===== config.mk =====
export PLATFORM = sky130hd
export DESIGN_NAME = core_sequencer_flat
export DESIGN_NICKNAME = d
export VERILOG_FILES = /design/src/rtl/core_ctrl_pkg.sv /design/src/rtl/core_sequencer_if.sv /design/src/rtl/wb_ctrl_map.sv /design/src/rtl/core_sequencer.sv /design/src/flat_wrapper.sv
export SDC_FILE = /design/constraint.sdc
export NUM_CORES = 1
export LEC_CHECK = 0
export ABC_AREA = 1
export BUFFER_PORTS_ARGS = -buffer_cell sky130_fd_sc_hd__buf_2
export CAP_MARGIN = 10
export CORE_UTILIZATION = 35
export CTS_BUF_LIST = sky130_fd_sc_hd__clkbuf_4
export DETAILED_ROUTE_END_ITERATION = 12
export HOLD_SLACK_MARGIN = 0.03
export PLACE_DENSITY = 0.64
export SYNTH_ARGS = -nofsm -noshare
export SYNTH_HDL_FRONTEND = slang
export SYNTH_HIERARCHICAL = 1
export SYNTH_SLANG_ARGS = --single-unit

===== constraint.sdc =====
create_clock -name clk -period 1.37 [get_ports clk]
set_input_delay 0.2055 -clock clk [delete_from_list [all_inputs] [get_ports clk]]
set_output_delay 0.2055 -clock clk [all_outputs]
set_load 0.02 [all_outputs]

===== src/rtl/core_ctrl_pkg.sv =====
// Shared definitions for the core sequencer: FSM states, decoder flag bit
// positions, trap cause codes and pc_sel / wb_sel encodings.
package core_ctrl_pkg;

  typedef enum logic [3:0] {
    StRst    = 4'd0,
    StFetch  = 4'd1,
    StFWait  = 4'd2,
    StDecode = 4'd3,
    StExec   = 4'd4,
    StMem    = 4'd5,
    StMWait  = 4'd6,
    StWb     = 4'd7,
    StTrap   = 4'd8,
    StSleep  = 4'd9
  } state_e;

  localparam int unsigned NumFlags = 48;

  // One-hot decoder flag positions; instruction classes occupy contiguous ranges.
  localparam int unsigned FlagLui    = 0;
  localparam int unsigned FlagAuipc  = 1;
  localparam int unsigned FlagJal    = 2;
  localparam int unsigned FlagJalr   = 3;
  localparam int unsigned FlagBeq    = 4;   // branches 4..9
  localparam int unsigned FlagBgeu   = 9;
  localparam int unsigned FlagLb     = 10;  // loads 10..14
  localparam int unsigned FlagLw     = 12;
  localparam int unsigned FlagLhu    = 14;
  localparam int unsigned FlagSb     = 15;  // stores 15..17
  localparam int unsigned FlagSw     = 17;
  localparam int unsigned FlagAddi   = 18;  // immediate ALU 18..26
  localparam int unsigned FlagSrai   = 26;
  localparam int unsigned FlagAdd    = 27;  // register ALU 27..36
  localparam int unsigned FlagAnd    = 36;
  localparam int unsigned FlagEcall  = 37;
  localparam int unsigned FlagEbreak = 38;
  localparam int unsigned FlagMret   = 39;
  localparam int unsigned FlagSret   = 40;
  localparam int unsigned FlagWfi    = 41;
  localparam int unsigned FlagCsrrw  = 42;  // CSR ops 42..47
  localparam int unsigned FlagCsrrs  = 43;
  localparam int unsigned FlagCsrrci = 47;

  localparam logic [3:0] CauseIllegal = 4'd2;
  localparam logic [3:0] CauseBreak   = 4'd3;
  localparam logic [3:0] CauseEcall   = 4'd11;

  localparam logic [1:0] PcPlus4  = 2'd0;
  localparam logic [1:0] PcTarget = 2'd1;
  localparam logic [1:0] PcTrap   = 2'd2;
  localparam logic [1:0] PcEpc    = 2'd3;

  localparam logic [1:0] WbAlu = 2'd0;
  localparam logic [1:0] WbMem = 2'd1;
  localparam logic [1:0] WbPc4 = 2'd2;
  localparam logic [1:0] WbCsr = 2'd3;

  // True when any flag in [lo, hi] is set.
  function automatic logic any_in_range(input logic [NumFlags-1:0] flags,
                                        input int unsigned lo, input int unsigned hi);
    logic hit;
    hit = 1'b0;
    for (int unsigned i = 0; i < NumFlags; i++) begin
      if (i >= lo && i <= hi) hit = hit | flags[i];
    end
    return hit;
  endfunction

endpackage


===== src/rtl/core_sequencer_if.sv =====
// Instruction and data memory handshakes between the sequencer and memories.
interface core_sequencer_if;
  logic imem_req;
  logic imem_ready;
  logic imem_valid;
  logic dmem_req;
  logic dmem_we;
  logic dmem_ready;
  logic dmem_valid;

  modport master (
    output imem_req, dmem_req, dmem_we,
    input  imem_ready, imem_valid, dmem_ready, dmem_valid
  );

  modport slave (
    input  imem_req, dmem_req, dmem_we,
    output imem_ready, imem_valid, dmem_ready, dmem_valid
  );
endinterface


===== src/rtl/wb_ctrl_map.sv =====
// Combinational write-back control: maps latched decoder flags and the branch
// compare result to register-file, CSR and PC-select controls.
module wb_ctrl_map
  import core_ctrl_pkg::*;
(
  input  logic [NumFlags-1:0] i_flags,
  input  logic                i_br_taken,
  output logic                o_rf_we,
  output logic [1:0]          o_wb_sel,
  output logic [1:0]          o_pc_sel,
  output logic                o_csr_we
);

  logic w_jump, w_branch, w_load, w_store, w_imm_alu, w_alu, w_csr, w_ret, w_sys;
  logic w_writer, w_no_wb;

  // Classify the instruction and derive write-back controls.
  always_comb begin
    w_jump    = i_flags[FlagJal] | i_flags[FlagJalr];
    w_branch  = any_in_range(i_flags, FlagBeq, FlagBgeu);
    w_load    = any_in_range(i_flags, FlagLb, FlagLhu);
    w_store   = any_in_range(i_flags, FlagSb, FlagSw);
    w_imm_alu = any_in_range(i_flags, FlagAddi, FlagSrai);
    w_alu     = any_in_range(i_flags, FlagAdd, FlagAnd);
    w_csr     = any_in_range(i_flags, FlagCsrrw, FlagCsrrci);
    w_ret     = i_flags[FlagMret] | i_flags[FlagSret];
    w_sys     = i_flags[FlagEcall] | i_flags[FlagEbreak] | i_flags[FlagWfi];

    w_writer = w_alu | w_imm_alu | i_flags[FlagLui] | i_flags[FlagAuipc] | w_jump | w_load | w_csr;
    // A malformed multi-hot flag set must never write the register file for
    // an instruction class that has no destination.
    w_no_wb  = w_sys | w_store | w_branch | w_ret;

    o_rf_we  = w_writer & ~w_no_wb;
    o_csr_we = w_csr;

    o_pc_sel = PcPlus4;
    if (w_ret) begin
      o_pc_sel = PcEpc;
    end else if (w_jump || (w_branch && i_br_taken)) begin
      o_pc_sel = PcTarget;
    end

    o_wb_sel = WbAlu;
    if (w_load) begin
      o_wb_sel = WbMem;
    end else if (w_jump) begin
      o_wb_sel = WbPc4;
    end else if (w_csr) begin
      o_wb_sel = WbCsr;
    end
  end

endmodule


===== src/rtl/core_sequencer.sv =====
// Multi-cycle control sequencer: fetch / decode / execute / memory /
// write-back with trap and sleep handling. All strobes are decoded from the
// current state so that reset forces every output low immediately.
module core_sequencer
  import core_ctrl_pkg::*;
(
  input  logic                clk,
  input  logic                rst_n,
  input  logic                boot_en,
  core_sequencer_if.master    mem,
  output logic                ir_we,
  output logic                dec_en,
  input  logic [NumFlags-1:0] inst_flags,
  input  logic                invalid_instruction,
  input  logic                br_taken,
  output logic                rf_we,
  output logic [1:0]          wb_sel,
  output logic                pc_we,
  output logic [1:0]          pc_sel,
  output logic                csr_we,
  output logic                trap_req,
  output logic [3:0]          trap_cause,
  input  logic                irq,
  output logic [3:0]          state
);

  state_e              r_state, w_state_next;
  logic [NumFlags-1:0] r_flags;
  logic                r_invalid;

  logic       w_imem_req, w_dmem_req, w_dmem_we;
  logic       w_map_rf_we, w_map_csr_we;
  logic [1:0] w_map_wb_sel, w_map_pc_sel;
  logic       w_is_mem_op, w_is_store;

  wb_ctrl_map u_wb_ctrl_map (
    .i_flags    (r_flags),
    .i_br_taken (br_taken),
    .o_rf_we    (w_map_rf_we),
    .o_wb_sel   (w_map_wb_sel),
    .o_pc_sel   (w_map_pc_sel),
    .o_csr_we   (w_map_csr_we)
  );

  assign w_is_store  = any_in_range(r_flags, FlagSb, FlagSw);
  assign w_is_mem_op = w_is_store | any_in_range(r_flags, FlagLb, FlagLhu);

  // State register; reset abandons any outstanding memory transaction.
  always_ff @(posedge clk or negedge rst_n) begin
    if (!rst_n) begin
      r_state <= StRst;
    end else begin
      r_state <= w_state_next;
    end
  end

  // Decoder outputs are captured once, at the end of DECODE.
  always_ff @(posedge clk or negedge rst_n) begin
    if (!rst_n) begin
      r_flags   <= '0;
      r_invalid <= 1'b0;
    end else if (r_state == StDecode) begin
      r_flags   <= inst_flags;
      r_invalid <= invalid_instruction;
    end
  end

  // Next-state and per-state strobes.
  always_comb begin
    w_state_next = r_state;
    w_imem_req   = 1'b0;
    w_dmem_req   = 1'b0;
    w_dmem_we    = 1'b0;
    ir_we        = 1'b0;
    dec_en       = 1'b0;
    rf_we        = 1'b0;
    wb_sel       = WbAlu;
    pc_we        = 1'b0;
    pc_sel       = PcPlus4;
    csr_we       = 1'b0;
    trap_req     = 1'b0;
    trap_cause   = 4'd0;

    unique case (r_state)
      StRst: begin
        if (boot_en) w_state_next = StFetch;
      end
      StFetch: begin
        w_imem_req = 1'b1;
        if (mem.imem_ready) w_state_next = StFWait;
      end
      StFWait: begin
        if (mem.imem_valid) begin
          ir_we        = 1'b1;
          w_state_next = StDecode;
        end
      end
      StDecode: begin
        dec_en = 1'b1;
        if (invalid_instruction || inst_flags[FlagEcall] || inst_flags[FlagEbreak]) begin
          w_state_next = StTrap;
        end else if (inst_flags[FlagWfi]) begin
          w_state_next = StSleep;
        end else begin
          w_state_next = StExec;
        end
      end
      StExec: begin
        w_state_next = w_is_mem_op ? StMem : StWb;
      end
      StMem: begin
        w_dmem_req = 1'b1;
        w_dmem_we  = w_is_store;
        if (mem.dmem_ready) w_state_next = StMWait;
      end
      StMWait: begin
        if (mem.dmem_valid) w_state_next = StWb;
      end
      StWb: begin
        pc_we        = 1'b1;
        rf_we        = w_map_rf_we;
        wb_sel       = w_map_wb_sel;
        pc_sel       = w_map_pc_sel;
        csr_we       = w_map_csr_we;
        w_state_next = StFetch;
      end
      StTrap: begin
        trap_req = 1'b1;
        pc_we    = 1'b1;
        pc_sel   = PcTrap;
        // Same priority as the DECODE trap decision, from the latched copy.
        if (r_invalid) begin
          trap_cause = CauseIllegal;
        end else if (r_flags[FlagEcall]) begin
          trap_cause = CauseEcall;
        end else begin
          trap_cause = CauseBreak;
        end
        w_state_next = StFetch;
      end
      StSleep: begin
        if (irq) w_state_next = StWb;
      end
      default: begin
        w_state_next = StRst;
      end
    endcase
  end

  assign mem.imem_req = w_imem_req;
  assign mem.dmem_req = w_dmem_req;
  assign mem.dmem_we  = w_dmem_we;
  assign state        = r_state;

endmodule


===== src/flat_wrapper.sv =====
// flat-port wrapper written by rule: the top's interface ports become plain ports
module core_sequencer_flat import core_ctrl_pkg::*;
  (clk, rst_n, boot_en, ir_we, dec_en, inst_flags, invalid_instruction, br_taken, rf_we, wb_sel, pc_we, pc_sel, csr_we, trap_req, trap_cause, irq, state, mem_imem_req, mem_dmem_req, mem_dmem_we, mem_imem_ready, mem_imem_valid, mem_dmem_ready, mem_dmem_valid);
  core_sequencer_if mem_i ();
  input  logic clk;
  input  logic rst_n;
  input  logic boot_en;
  output logic ir_we;
  output logic dec_en;
  input  logic [NumFlags-1:0] inst_flags;
  input  logic invalid_instruction;
  input  logic br_taken;
  output logic rf_we;
  output logic [1:0] wb_sel;
  output logic pc_we;
  output logic [1:0] pc_sel;
  output logic csr_we;
  output logic trap_req;
  output logic [3:0] trap_cause;
  input  logic irq;
  output logic [3:0] state;
  output wire logic [$bits(mem_i.imem_req)-1:0] mem_imem_req;
  output wire logic [$bits(mem_i.dmem_req)-1:0] mem_dmem_req;
  output wire logic [$bits(mem_i.dmem_we)-1:0] mem_dmem_we;
  input wire logic [$bits(mem_i.imem_ready)-1:0] mem_imem_ready;
  input wire logic [$bits(mem_i.imem_valid)-1:0] mem_imem_valid;
  input wire logic [$bits(mem_i.dmem_ready)-1:0] mem_dmem_ready;
  input wire logic [$bits(mem_i.dmem_valid)-1:0] mem_dmem_valid;
  assign mem_imem_req = mem_i.imem_req;
  assign mem_dmem_req = mem_i.dmem_req;
  assign mem_dmem_we = mem_i.dmem_we;
  assign mem_i.imem_ready = mem_imem_ready;
  assign mem_i.imem_valid = mem_imem_valid;
  assign mem_i.dmem_ready = mem_dmem_ready;
  assign mem_i.dmem_valid = mem_dmem_valid;
  core_sequencer u_core (.clk(clk), .rst_n(rst_n), .boot_en(boot_en), .mem(mem_i), .ir_we(ir_we), .dec_en(dec_en), .inst_flags(inst_flags), .invalid_instruction(invalid_instruction), .br_taken(br_taken), .rf_we(rf_we), .wb_sel(wb_sel), .pc_we(pc_we), .pc_sel(pc_sel), .csr_we(csr_we), .trap_req(trap_req), .trap_cause(trap_cause), .irq(irq), .state(state));
endmodule

==> results of run 1 <==
## sequential cells by signal, indices dropped and copies added, names as in the netlist
register	count
u_core/r_flags	48
u_core/r_invalid	1
u_core/state	4
## through the flow
stage	total power (uW)	util [%]	hold slack [ns]	setup slack, ns
finish	11400	71.3	0.0580	-0.547
global route	12100	71.3	0.0512	-0.630
CTS	10700	68.4	0.0308	-0.518
detailed placement	6640	47.0	0.130	-0.0877
global placement	6540	47.0	0.128	-0.0685
floorplan	5290	-	-0.0901	-0.0294
## where the power goes
group          leakage [uW]  internal, uW  switching (uW)  total [uW]
clock network     0.0000473           400             550         951
logic               0.00195          3840            3630        7470
registers          0.000651          2360             583        2940
total               0.00264          6600            4770       11400
## kinds of logic after synthesis
| family | count (synthesis) | share of synthesized area (%) |
|---|---|---|
| AOI/OAI and AO/OA | 11 | 2.42 |
| and+or+nand+nor | 244 | 38.1 |
| other | 1 | 0.145 |
| buffers and inverters | 43 | 8.12 |
| DFF | 53 | 51.3 |
## cell type report
class | count | area (um^2) | share of cell area [%]
timing repair buffer | 190 | 1780 | 35.7
timing repair inverter | 1 | 11.3 | 0.226
multi-input combinational | 256 | 1510 | 30.4
tap | 96 | 120 | 2.41
sequential | 53 | 1330 | 26.7
clock buffer | 5 | 37.5 | 0.754
inverter | 30 | 136 | 2.74
clock inverter | 3 | 50.0 | 1.01
## tightest hold or removal path: cells and delay by family
| kind | cells | cell delay, ns |
|---|---|---|
| buffers and inverters | 2 | 0.16 |
| AO/OA/AOI/OAI | 1 | 0.06 |
## worst max path at each step
| stage | slack, ns | end |
|---|---|---|
| after floorplan | -0.03 | pc_sel[1] |
| after global placement | -0.07 | rf_we |
| after detailed placement | -0.09 | rf_we |
| after CTS | -0.52 | rf_we |
| after global routing | -0.63 | rf_we |
| final | -0.55 | rf_we |
## layer usage
| metal | vias to the layer above | routed length [um] | track usage, % | part of all wire, % |
|---|---|---|---|---|
| met5 | - | 0 | 0 | 0 |
| met4 | 0 | 242 | 7.30 | 2.7 |
| met3 | 25 | 370 | 4.24 | 4.1 |
| met2 | 112 | 4590 | 42.8 | 51 |
| met1 | 1366 | 3790 | 28.9 | 42 |
| li1 | 1427 | - | - | - |
## cells in the final DEF (no fill, tap or decap), drive strengths merged, types with 4 or more instances in the layout
cell / netlist / layout
buf: 13 / 146
clkbuf: 0 / 5
dfrtp: 53 / 53
dlygate4sd3: 0 / 44
inv: 30 / 32
nand2: 173 / 173
nand3: 12 / 12
nor2: 48 / 48
nor3: 4 / 4
o21ai: 8 / 8
## repair_timing
item	in CTS	in global routing
endpoints found under the hold margin	81	1
pin swaps	55	30
resized for setup	144	91
setup buffers	26	11
hold buffers	43	1
cloned	12	0
setup endpoints to repair	64	72
==> impl_results.md, run 1 <==
* H-tree Lvls at 2
* CP max FO at 2
* Yosys warnings at 6
* Row cnt at 30
* Gr ovfl total at 0
* Diodes inserted at 0
* Floorplan core area at 0.00698 mm^2
* TNS Setup at -16.51 ns
* First-pass GRT wire length at 13600 um
* # setup viols final at 70
* Final critical-path share of the clock period at 140%
* Post-route ant nets at 0
* CP required at 1.16 ns
* Synth cell count leaders: nand2_1, dfrtp_1, nor2_1
* Top-count cell post-synth: nand2_1
* Post-route setup slack at -0.547 ns
* Register area share after synthesis at 51.3%
* RR Endpoint: u_core/r_flags[39]$_DFFE_PN0P_
* Initial DRC Count at 130
* CP Depth at 9
* Max Cap Viol at 0
* CTS tree: done
* Static leakage at 0.00264 uW
* Buffers plus inverters on the worst setup path at 2
* Syn avg cell area at 7.35 um^2
* R2R cell count at 10
* Setup slack, reg-to-reg at -0.27 ns
* Maximum clock frequency at 0.522 GHz
* Die height at 88.0 um
* HP Start: inst_flags[37]
* Max clock buf depth at 2
* Mapped Area at 0.00259 mm^2
* Filler cells at 478
* EDFF count, synth at 0
* Critical Path Source: u_core/r_flags[34]$_DFFE_PN0P_
* Number of instances in the placed design at 542
* Final wirelength at 8990 um
* Syn nets at 410
* Post-synth ARST share at 100%
* CTS clk-pin slew, worst paths at 0.18 ns
* Syn Inst Count at 352
* Hold Crit Depth at 3
* Worst Skew at 0.0255 ns
* Placer Congestion at 0.808
* Post-placement cell area at 0.00328 mm^2
* Final Critical Period at 1.92 ns
* I/O Pins at 79
* Failing checks: negative setup slack
* HP Class: input port to flip-flop
* Top_reg_cell synth: dfrtp_1
* Largest net degree at the start of global routing at 29
* Worst vdd ir at 1260 uV
* Setup crit end kind: output port
* Tot GR Track Use at 23.8%
* Vias per cell at 4.62
* Vias in the first global route at 2972
* Area leader, netlist: dfrtp_1
* CP max stage delay at 0.43 ns
* TritonRoute pass-1 iters at 5
* Final Max Slew Viols at 0
* Per-cell routed wire length at 14.2 um
* Antenna violations before repair at 0
* Die Footprint at 0.00774 mm^2
* Starting density of the core at 37.1%
* Worst Hold End: u_core/r_flags[37]$_DFFE_PN0P_
* Non-Filler Instances at 634
* Ratio of cells with drive above 1 in the final layout at 53.5%
* Status: finished, violations left
* #FFs+latches synth at 53
* Yosys top cell area share at 51.3%
* Final hold vios at 0
* Synth unique cells at 25
* WP data arrival at 1.71 ns
* RSZ-0062 raised after global routing: true
* Dpl hpwl at 4670 um
* Cell breakdown of the critical path: nor2_2, nand2_1, nor2_1, nand3_1, nor2_2, nor2_1, inv_1, nor2_1, buf_4
* Worst-Skew Late Latency at 0.41 ns
* Top post-synthesis cells by area: dfrtp_1, nand2_1, nor2_1
* Worst path top cell family by delay: simple AND/OR/NAND/NOR gates
* Num CTS Buffers at 5
* CP max stage cell: dfrtp_1
* Critical path type: flip-flop to output port
* Power per cell area at 2280 mW/mm^2
* Buffers on Ports at 77
* Root buf cell: clkbuf_4
* # DRC at 0
* Final instance area at 0.00498 mm^2
* Reg2reg start: u_core/state[2]$_DFFE_PN0P_
* DR vias at 2930
* Area growth, synth to finish at 92.4%
* Clock Sinks at 53
* Die width at 88.0 um
* Fin nets at 595
* Type of origin of the critical path: flip-flop
* CP dominant cell by count: nor2_1
(Power assumes the default switching activity.)
==> inputs of run 2 (changes only) <==
- RECOVER_POWER: not set -> 50
==> impl_results.md, run 2 (synthesis results as in run 1) <==
* Worst-Skew Late Latency at 0.41 ns
* Final Core Density at 71.1%
* Max clock buf depth at 2
* Number of instances in the placed design at 542
* Slew headroom at 48.4%
* RSZ-0062 raised after global routing: true
* Largest net degree at the start of global routing at 29
* TritonRoute pass-1 iters at 5
* Final critical-path share of the clock period at 140%
* Maximum clock frequency at 0.521 GHz
* Root buf cell: clkbuf_4
* Tot GR Track Use at 23.8%
* Diodes inserted at 0
* Commonest non-fill, non-tap cell in the layout: nand2_1
* # setup viols final at 70
* Multi-input gate area at 0.00151 mm^2
* Post-route ant nets at 0
* Dpl hpwl at 4670 um
* Fin nets at 595
* Final Max Slew Viols at 0
* Failing checks: negative setup slack
* Placer Congestion at 0.808
* Max Cap Viol at 0
* Die Footprint at 0.00774 mm^2
* Vias in the first global route at 2972
* Per-cell routed wire length at 14.2 um
* TNS Setup at -16.51 ns
* Clock Sinks at 53
* Die height at 88.0 um
* Ratio of cells with drive above 1 in the final layout at 53.3%
* Filler cells at 481
* Gr ovfl total at 0
* Final hold vios at 0
* Most flop-heavy register: u_core/r_flags
* Critical path type: flip-flop to output port
* Commonest non-fill, non-tap cells in the layout: nand2_1, nand2_2, buf_2
* Setup crit end kind: output port
* Antenna violations before repair at 0
* Max FFs per register at 48
* I/O Pins at 79
* Worst vdd ir at 1260 uV
* Final Critical Period at 1.92 ns
* Floorplan core area at 0.00698 mm^2
* WP data arrival at 1.71 ns
* Die width at 88.0 um
* Non-Filler Instances at 634
* Row cnt at 30
* H-tree Lvls at 2
* Num CTS Buffers at 5
* Slew @ Worst Pin at 0.774 ns
* CTS clk-pin slew, worst paths at 0.18 ns
* Power per cell area at 2290 mW/mm^2
* Final wirelength at 8990 um
* CP max FO at 2
* Starting density of the core at 37.1%
* Area growth, synth to finish at 91.8%
* Buffers on Ports at 77
* HP Class: input port to flip-flop
* CTS tree: done
* Post-route setup slack at -0.549 ns
* Initial DRC Count at 130
* Post-Route Hold Slack at 0.0568 ns
* FF+latch area at 0.00133 mm^2
* CP required at 1.16 ns
* Static leakage at 0.00264 uW
* # DRC at 0
* DR vias at 2929
* Status: finished, violations left
* Type of origin of the critical path: flip-flop
* First-pass GRT wire length at 13600 um
* Worst Skew at 0.0259 ns
* Vias per cell at 4.62
## run 2: changes by cell type in the layout (fill, tap and decap cells not counted), sizes merged
cell / before / now
clkbuf: 5 / 7
buf: 146 / 144
## run 2: critical path: stages (launching register included)
cell and delay (ns):
dfrtp_1 0.43, nor2_2 0.14, nand2_1 0.09, nor2_1 0.11, nand3_1 0.13, nor2_2 0.11, nor2_1 0.05, inv_1 0.05
nor2_1 0.04, buf_4 0.15
## run 2: through the flow
stage                     cell area, um^2  worst slack (ns)  total power, uW
after CTS                            4780            -0.518            10700
after detailed placement             3280           -0.0877             6640
after global placement               3280           -0.0685             6540
final                                4960            -0.549            11400
after floorplan                      2610           -0.0294             5290
after global routing                 4960            -0.630            12100
## run 2: final timing paths
| kind | startpoint | slack [ns] | to | cells past startpoint |
|---|---|---|---|---|
| setup / recovery | u_core/r_flags[34]$_DFFE_PN0P_ | -0.55 | rf_we | 9 |
| min in group asynchronous | rst_n | 0.37 | u_core/r_flags[15]$_DFFE_PN0P_ | 2 |
| setup reg to reg | u_core/state[2]$_DFFE_PN0P_ | -0.27 | u_core/r_flags[39]$_DFFE_PN0P_ | 10 |
| hold / removal | inst_flags[37] | 0.06 | u_core/r_flags[37]$_DFFE_PN0P_ | 3 |
| hold reg to reg | u_core/r_flags[33]$_DFFE_PN0P_ | 0.50 | u_core/r_flags[33]$_DFFE_PN0P_ | 2 |
| max in group asynchronous | rst_n | 0.06 | u_core/r_flags[9]$_DFFE_PN0P_ | 3 |
## run 2: area by class of cell
| class | count | area share [%] |
|---|---|---|
| Clock buffer | 5 | 0.756 |
| Timing Repair Buffer | 190 | 35.5 |
| Sequential cell | 53 | 26.8 |
| Inverter | 30 | 2.75 |
| Tap cell | 96 | 2.42 |
| Multi-Input combinational cell | 256 | 30.5 |
| Clock inverter | 3 | 1.01 |
| Timing Repair inverter | 1 | 0.227 |
## run 2: layer usage
metal	vias up	global-route usage (%)	share of wire [%]
met5	-	0	0
met4	0	7.30	2.5
met3	25	4.24	4.2
met2	112	42.8	51
met1	1365	28.9	42
li1	1427	-	-
## run 2: power by group
part | leakage (uW) | total (uW) | internal, uW | switching [uW]
Clock | 0.0000473 | 951 | 400 | 551
Sequential | 0.000651 | 2940 | 2360 | 583
Combinational | 0.00194 | 7470 | 3830 | 3630
## run 2: what timing repair did
item,CTS,global route
resized for setup,144,91
pin swaps,55,30
endpoints found under the setup margin,64,72
setup buffers,26,11
endpoints found under the hold margin,81,1
hold buffers,43,1
gates cloned,12,0
